**config.mk**
```make
export PLATFORM = sky130hd
export DESIGN_NAME = mac_simd_pipe
export DESIGN_NICKNAME = d
export VERILOG_FILES = /design/src/rtl/mac_simd_pkg.sv /design/src/rtl/mac_lane_mult.sv /design/src/rtl/mac_simd_pipe.sv
export SDC_FILE = /design/constraint.sdc
export NUM_CORES = 1
export LEC_CHECK = 0
export CAP_MARGIN = 20
export CORE_MARGIN = 2
export CORE_UTILIZATION = 55
export DETAILED_ROUTE_END_ITERATION = 8
export HOLD_SLACK_MARGIN = 0.12
export PLACE_DENSITY = 0.73
export SETUP_SLACK_MARGIN = 0.5
export SYNTH_ARGS = -nofsm -noshare
export SYNTH_HDL_FRONTEND = slang
export SYNTH_SLANG_ARGS = --single-unit
```
**constraint.sdc**
```tcl
create_clock -name clk -period 9.1 [get_ports clk]
set_input_delay 1.365 -clock clk [delete_from_list [all_inputs] [get_ports clk]]
set_output_delay 1.365 -clock clk [all_outputs]
set_load 0.1 [all_outputs]
```
**src/rtl/mac_simd_pkg.sv**
```systemverilog
// Shared constants for the SIMD multiply-accumulate pipeline.
//   LATENCY   : cycles from an accepted input beat to its out_valid
//   MODE_FULL : HALF input value selecting one full-width product
//   MODE_HALF : HALF input value selecting two independent half-width lanes
package mac_simd_pkg;
    localparam int   LATENCY   = 3;
    localparam logic MODE_FULL = 1'b0;
    localparam logic MODE_HALF = 1'b1;
endpackage

```
**src/rtl/mac_lane_mult.sv**
```systemverilog
// Combinational multiplier with independent signedness per operand.
//   a, b           : operands
//   a_sign, b_sign : 1 = operand is two's complement, 0 = unsigned
//   p              : product, exact in AW+BW bits (signed if either flag set)
module mac_lane_mult #(
    parameter int AW = 18,
    parameter int BW = 9
) (
    input  logic [AW-1:0]    a,
    input  logic [BW-1:0]    b,
    input  logic             a_sign,
    input  logic             b_sign,
    output logic [AW+BW-1:0] p
);
    logic [AW+BW-1:0] ax, bx;

    // Extending both operands to the result width and multiplying modulo
    // 2^(AW+BW) gives the exact product for any sign combination.
    assign ax = {{BW{a_sign & a[AW-1]}}, a};
    assign bx = {{AW{b_sign & b[BW-1]}}, b};
    assign p  = ax * bx;
endmodule

```
**src/rtl/mac_simd_pipe.sv**
```systemverilog
// Three-stage multiply-accumulate with a full-width or dual half-width mode.
//   clk, reset         : clock, asynchronous active-high reset
//   in_valid, A, B     : input beat and operands
//   A_sign, B_sign     : operand signedness (applies to both lanes)
//   HALF               : 1 = two independent lanes, 0 = one full product
//   acc_en             : 1 = accumulate, 0 = load the product
//   out_valid, C       : result beat and accumulator value
//   overflow           : sticky overflow, bit 0 = full/lane 0, bit 1 = lane 1
module mac_simd_pipe
    import mac_simd_pkg::*;
#(
    parameter int A_WIDTH   = 18,
    parameter int B_WIDTH   = 18,
    parameter int ACC_WIDTH = 48
) (
    input  logic                 clk,
    input  logic                 reset,
    input  logic                 in_valid,
    input  logic [A_WIDTH-1:0]   A,
    input  logic [B_WIDTH-1:0]   B,
    input  logic                 A_sign,
    input  logic                 B_sign,
    input  logic                 HALF,
    input  logic                 acc_en,
    output logic                 out_valid,
    output logic [ACC_WIDTH-1:0] C,
    output logic [1:0]           overflow
);
    localparam int AH  = A_WIDTH / 2;
    localparam int BH  = B_WIDTH / 2;
    localparam int CH  = ACC_WIDTH / 2;
    localparam int PW  = A_WIDTH + BH;
    localparam int EXT = ACC_WIDTH - PW;

    logic [LATENCY:1] vld_pipe;

    // stage 1: input registers
    logic [A_WIDTH-1:0] a_r;
    logic [B_WIDTH-1:0] b_r;
    logic as_r, bs_r, half_r, acc_r;

    always_ff @(posedge clk or posedge reset) begin
        if (reset) begin
            vld_pipe <= '0;
            a_r      <= '0;
            b_r      <= '0;
            as_r     <= 1'b0;
            bs_r     <= 1'b0;
            half_r   <= 1'b0;
            acc_r    <= 1'b0;
        end else begin
            vld_pipe <= {vld_pipe[LATENCY-1:1], in_valid};
            a_r      <= A;
            b_r      <= B;
            as_r     <= A_Sign_fix(A_sign);
            bs_r     <= B_sign;
            half_r   <= HALF;
            acc_r    <= acc_en;
        end
    end

    function automatic logic A_Sign_fix(input logic s);
        return s;
    endfunction

    // Both multipliers take a B half. In full mode each sees the whole A and
    // the two partial products recombine as p1*2^BH + p0 (B low half is then
    // unsigned). In half mode each sees its own sign-extended A lane.
    logic [A_WIDTH-1:0]   m0_a, m1_a;
    logic                 m0_bs;
    logic [PW-1:0]        p0, p1;
    logic                 sg0, sg1;
    logic [ACC_WIDTH-1:0] e0, e1, full_prod, half_prod, prod_d;

    assign m0_a  = half_r ? {{(A_WIDTH-AH){as_r & a_r[AH-1]}}, a_r[AH-1:0]} : a_r;
    assign m1_a  = half_r ? {{(A_WIDTH-AH){as_r & a_r[A_WIDTH-1]}}, a_r[A_WIDTH-1:AH]} : a_r;
    assign m0_bs = half_r & bs_r;

    mac_lane_mult #(.AW(A_WIDTH), .BW(BH)) u_mult0 (
        .a(m0_a), .b(b_r[BH-1:0]), .a_sign(as_r), .b_sign(m0_bs), .p(p0)
    );
    mac_lane_mult #(.AW(A_WIDTH), .BW(BH)) u_mult1 (
        .a(m1_a), .b(b_r[B_WIDTH-1:BH]), .a_sign(as_r), .b_sign(bs_r), .p(p1)
    );

    assign sg0       = as_r | m0_bs;
    assign sg1       = as_r | bs_r;
    assign e0        = {{EXT{sg0 & p0[PW-1]}}, p0};
    assign e1        = {{EXT{sg1 & p1[PW-1]}}, p1};
    assign full_prod = (e1 << BH) + e0;
    assign half_prod = {e1[CH-1:0], e0[CH-1:0]};
    assign prod_d    = (half_r == MODE_HALF) ? half_prod : full_prod;

    // stage 2: product registers
    logic [ACC_WIDTH-1:0] prod_r;
    logic sgn2, half2, acc2;

    always_ff @(posedge clk or posedge reset) begin
        if (reset) begin
            prod_r <= '0;
            sgn2   <= 1'b0;
            half2  <= 1'b0;
            acc2   <= 1'b0;
        end else begin
            prod_r <= prod_d;
            sgn2   <= sg1;
            half2  <= half_r;
            acc2   <= acc_r;
        end
    end

    // stage 3: accumulator
    logic [ACC_WIDTH-1:0] acc_q, acc_d;
    logic [1:0]           ovf_q, ovf_d;
    logic                 have_last, last_half, load;
    logic [ACC_WIDTH:0]   sum_full;
    logic [CH:0]          sum_lo, sum_hi;
    logic                 ovf_full, ovf_lo, ovf_hi;

    // A mode change or the first beat after reset cannot extend a sum.
    assign load = !acc2 || !have_last || (half2 != last_half);

    assign sum_full = {1'b0, acc_q} + {1'b0, prod_r};
    assign sum_lo   = {1'b0, acc_q[CH-1:0]} + {1'b0, prod_r[CH-1:0]};
    assign sum_hi   = {1'b0, acc_q[ACC_WIDTH-1:CH]} + {1'b0, prod_r[ACC_WIDTH-1:CH]};

    assign ovf_full = sgn2 ? ((acc_q[ACC_WIDTH-1] == prod_r[ACC_WIDTH-1]) &&
                              (sum_full[ACC_WIDTH-1] != acc_q[ACC_WIDTH-1]))
                           : sum_full[ACC_WIDTH];
    assign ovf_lo   = sgn2 ? ((acc_q[CH-1] == prod_r[CH-1]) &&
                              (sum_lo[CH-1] != acc_q[CH-1]))
                           : sum_lo[CH];
    assign ovf_hi   = sgn2 ? ((acc_q[ACC_WIDTH-1] == prod_r[ACC_WIDTH-1]) &&
                              (sum_hi[CH-1] != acc_q[ACC_WIDTH-1]))
                           : sum_hi[CH];

    always_comb begin
        acc_d = acc_q;
        ovf_d = ovf_q;
        if (load) begin
            acc_d = prod_r;
            ovf_d = 2'b00;
        end else if (half2 == MODE_FULL) begin
            acc_d = sum_full[ACC_WIDTH-1:0];
            ovf_d = {1'b0, ovf_q[0] | ovf_full};
        end else begin
            acc_d = {sum_hi[CH-1:0], sum_lo[CH-1:0]};
            ovf_d = ovf_q | {ovf_hi, ovf_lo};
        end
    end

    always_ff @(posedge clk or posedge reset) begin
        if (reset) begin
            acc_q     <= '0;
            ovf_q     <= 2'b00;
            have_last <= 1'b0;
            last_half <= 1'b0;
        end else if (vld_pipe[LATENCY-1]) begin
            acc_q     <= acc_d;
            ovf_q     <= ovf_d;
            have_last <= 1'b1;
            last_half <= half2;
        end
    end

    assign out_valid = vld_pipe[LATENCY];
    assign C         = acc_q;
    assign overflow  = ovf_q;
endmodule

```
==> out/results.txt <==
Count leader, synth: inv_1
Num CTS Buffers: 17
WL/cell: 17.7 µm
Worst setup SP type: register
Fin. Hold Viols: 0
Routed vias: 17.5k
Max Cap Viol: 0
Placed inst area: 23,700 µm²
Setup CP Type: register to register
Port Buffers: 93
Initial Util: 0.559
Status: completed
Fill cell count: 3,461
Gr usage total: 0.278
Yosys warnings: 0
CP Max Fanout: 8
Layout Skew: 0.0266 ns
Ports: 94
Synth Net Count: 3,076
Maximum root-to-sink buffer count: 2
Antenna-violating nets left: 0
CTS tree: done
Slew headroom: 0.331
Share of layout cells above drive strength 1: 0.0623
Reg2reg start: half_r
Crit path max-delay cell type: fa_1
Largest net degree at the start of global routing: 94
Max Freq: 120 MHz
Fin Hold WS: 0.359 ns
Clk root buf: clkbuf_16
Buffers plus inverters on the worst setup path: 6
Final cell count without fillers: 3,127
H-tree Lvls: 4
Final wirelength: 55,400 µm
Post-DP HPWL: 44,500 µm
Die width: 205 µm
Drt pass-1 iters: 5
Top post-synthesis cells by count: 414 x inv_1, 311 x fa_1, 273 x nand2_1
Post-Synthesis Cell Area: 22,300 µm²
Storage cell area: 3660 µm²
GRT overflow: 0
Post-synthesis cell type count: 84
Critical path depth in cells: 33
Residual DRC: 0
Clk slew on worst S/H paths: 0.08 ns
Finished layout cell area: 24,600 µm²
Hold path depth: 0
Final Net Count: 3,145
Asr flop ratio synth: 1.00
Period utilisation layout: 0.918
Area of the core: 39,800 µm²
Worst EP required: 9.41 ns
Slew @ Worst Pin: 1.00 ns
Final setup vio count: 0
Area growth syn-to-layout: 10.7%
First-pass GRT wire length: 92,500 µm
Top Family by Delay on Critical Path: adder cells
Area leader, netlist: fa_1
Unrepaired setup endpoints after global routing: yes
RR Endpoint: prod_r[36]
Minimum clock period: 8.35 ns
Number of synthesized flops with an enable pin: 0
Reg-to-reg setup timing slack: 0.75 ns
Clk sinks: 146
Final GP Congestion: 0.972
Syn avg cell area: 8.83 µm²
Flops & latches, synth: 146
Hold worst-path end: acc2
Antenna cells: 0
Vias in the first global route: 18.4k
Min-delay src: acc_r
Post-Syn Instances: 2,520
Area contributors post-synth: fa_1 28%, dfrtp_1 16%, ha_1 11%
Cells after DPL: 3,086
Starting DRT DRC Count: 964
R2R cell count: 33
Initial antenna violation count: 0
Die height: 205 µm
Multi-input logic area: 17,000 µm²
CP peak stage delay: 0.56 ns
Setup crit end kind: register
Count of pins over their slew limit: 0
Setup tns final: 0 ns
Die area: 42,100 µm²
Hold WC Path Type: register to register
Prevailing post-synth register cell: dfrtp_1
Post-synth top area share: 0.280
Critical path arrival: 8.67 ns
Cell mode on critical path: fa_1
Via density: 5.61
# rows: 73
Worst-Skew Late Latency: 0.46 ns
Post-synthesis sequential area ratio: 0.164
[repair_timing]
action	in CTS	in global routing
cloned	0	1
buffers inserted	1	7
hold buffers	0	0
pin swaps	0	11
endpoints found under the setup margin	20	19
resized for setup	8	62
[worst max path at each step]
stage	startpoint	to	slack, ns
2_1_floorplan	half_r	prod_r[35]	0.89
3_3_place_gp	half_r	prod_r[36]	0.25
3_5_place_dp	half_r	prod_r[36]	0.07
4_1_cts	as_r	prod_r[46]	0.54
5_1_grt	half_r	prod_r[36]	0.41
6_report	half_r	prod_r[36]	0.75
[state kept, by name (all words and copies together), names as in the netlist, 2 cells and up]
| signal | count |
|---|---|
| C | 48 |
| prod_r | 48 |
| a_r | 18 |
| b_r | 18 |
| vld_pipe | 3 |
| overflow | 2 |
[metrics by stage]
step           setup WS, ns   util
2_1_floorplan         0.886      -
3_3_place_gp          0.254  0.596
3_5_place_dp         0.0712  0.596
4_1_cts               0.537  0.612
5_1_grt               0.412  0.619
6_report              0.746  0.619
[per-layer routing]
metal  routed length [µm]  vias to the layer above  track usage
li1                     -                     8241            -
met1                24500                     8584        0.379
met2                25600                      606        0.452
met3                 3650                      116       0.0468
met4                 1690                        0       0.0915
met5                    0                        -            0
[worst register-to-register path: cells and delay by family, from the launching register on]
kind | cells | cell delay [ns]
AO/OA/AOI/OAI | 12 | 2.75
XOR/XNOR | 1 | 0.14
adder cells (fa/ha/maj) | 7 | 3.31
buffers and inverters | 6 | 0.54
flip-flops | 1 | 0.47
AND/OR/NAND/NOR | 7 | 0.99
[cells in the final DEF, fill, tap and decap left out, types with 5 or more instances in the layout]
cell type / n
inv_1: 411
fa_1: 310
nand2_1: 256
ha_1: 200
a21oi_1: 166
and2_1: 166
nor2_1: 159
dfrtp_1: 141
clkdlybuf4s50_1: 93
xnor2_1: 91
o21ai_0: 74
a21o_1: 59
xor2_1: 39
nand3_1: 36
buf_4: 31
o21bai_1: 29
o21a_1: 21
nor2b_1: 20
nand2b_1: 17
clkbuf_16: 17
nor3_1: 15
mux2_2: 15
a211oi_1: 13
nand2_2: 13
a31oi_1: 12
and3_1: 11
o21ai_1: 11
o31ai_1: 10
o211ai_1: 8
a21oi_2: 8
o221ai_1: 8
nand4_1: 7
a211o_1: 6
or2_2: 5
inv_6: 5
dfrtp_2: 5
[cell type report]
| type | instances | area share |
|---|---|---|
| inverter | 415 | 0.0634 |
| timing repair buffer | 126 | 0.0481 |
| clock buffer | 19 | 0.0180 |
| sequential | 146 | 0.149 |
| clock inverter | 13 | 0.00589 |
| multi-input combinational | 1883 | 0.689 |
| tap | 525 | 0.0267 |
[cell families after synthesis]
kind of cell / count (synthesis) / synth area share
adders and majority gates: 513 / 0.393
AOI/OAI and AO/OA: 481 / 0.139
and+or+nand+nor: 735 / 0.156
muxes: 19 / 0.00939
xor gates and xnor gates: 134 / 0.0537
DFF: 146 / 0.164
buffers and inverters: 492 / 0.0836
Power is not shown: default switching activity piles up to over one toggle a cycle in this logic, so the estimate is an artifact.
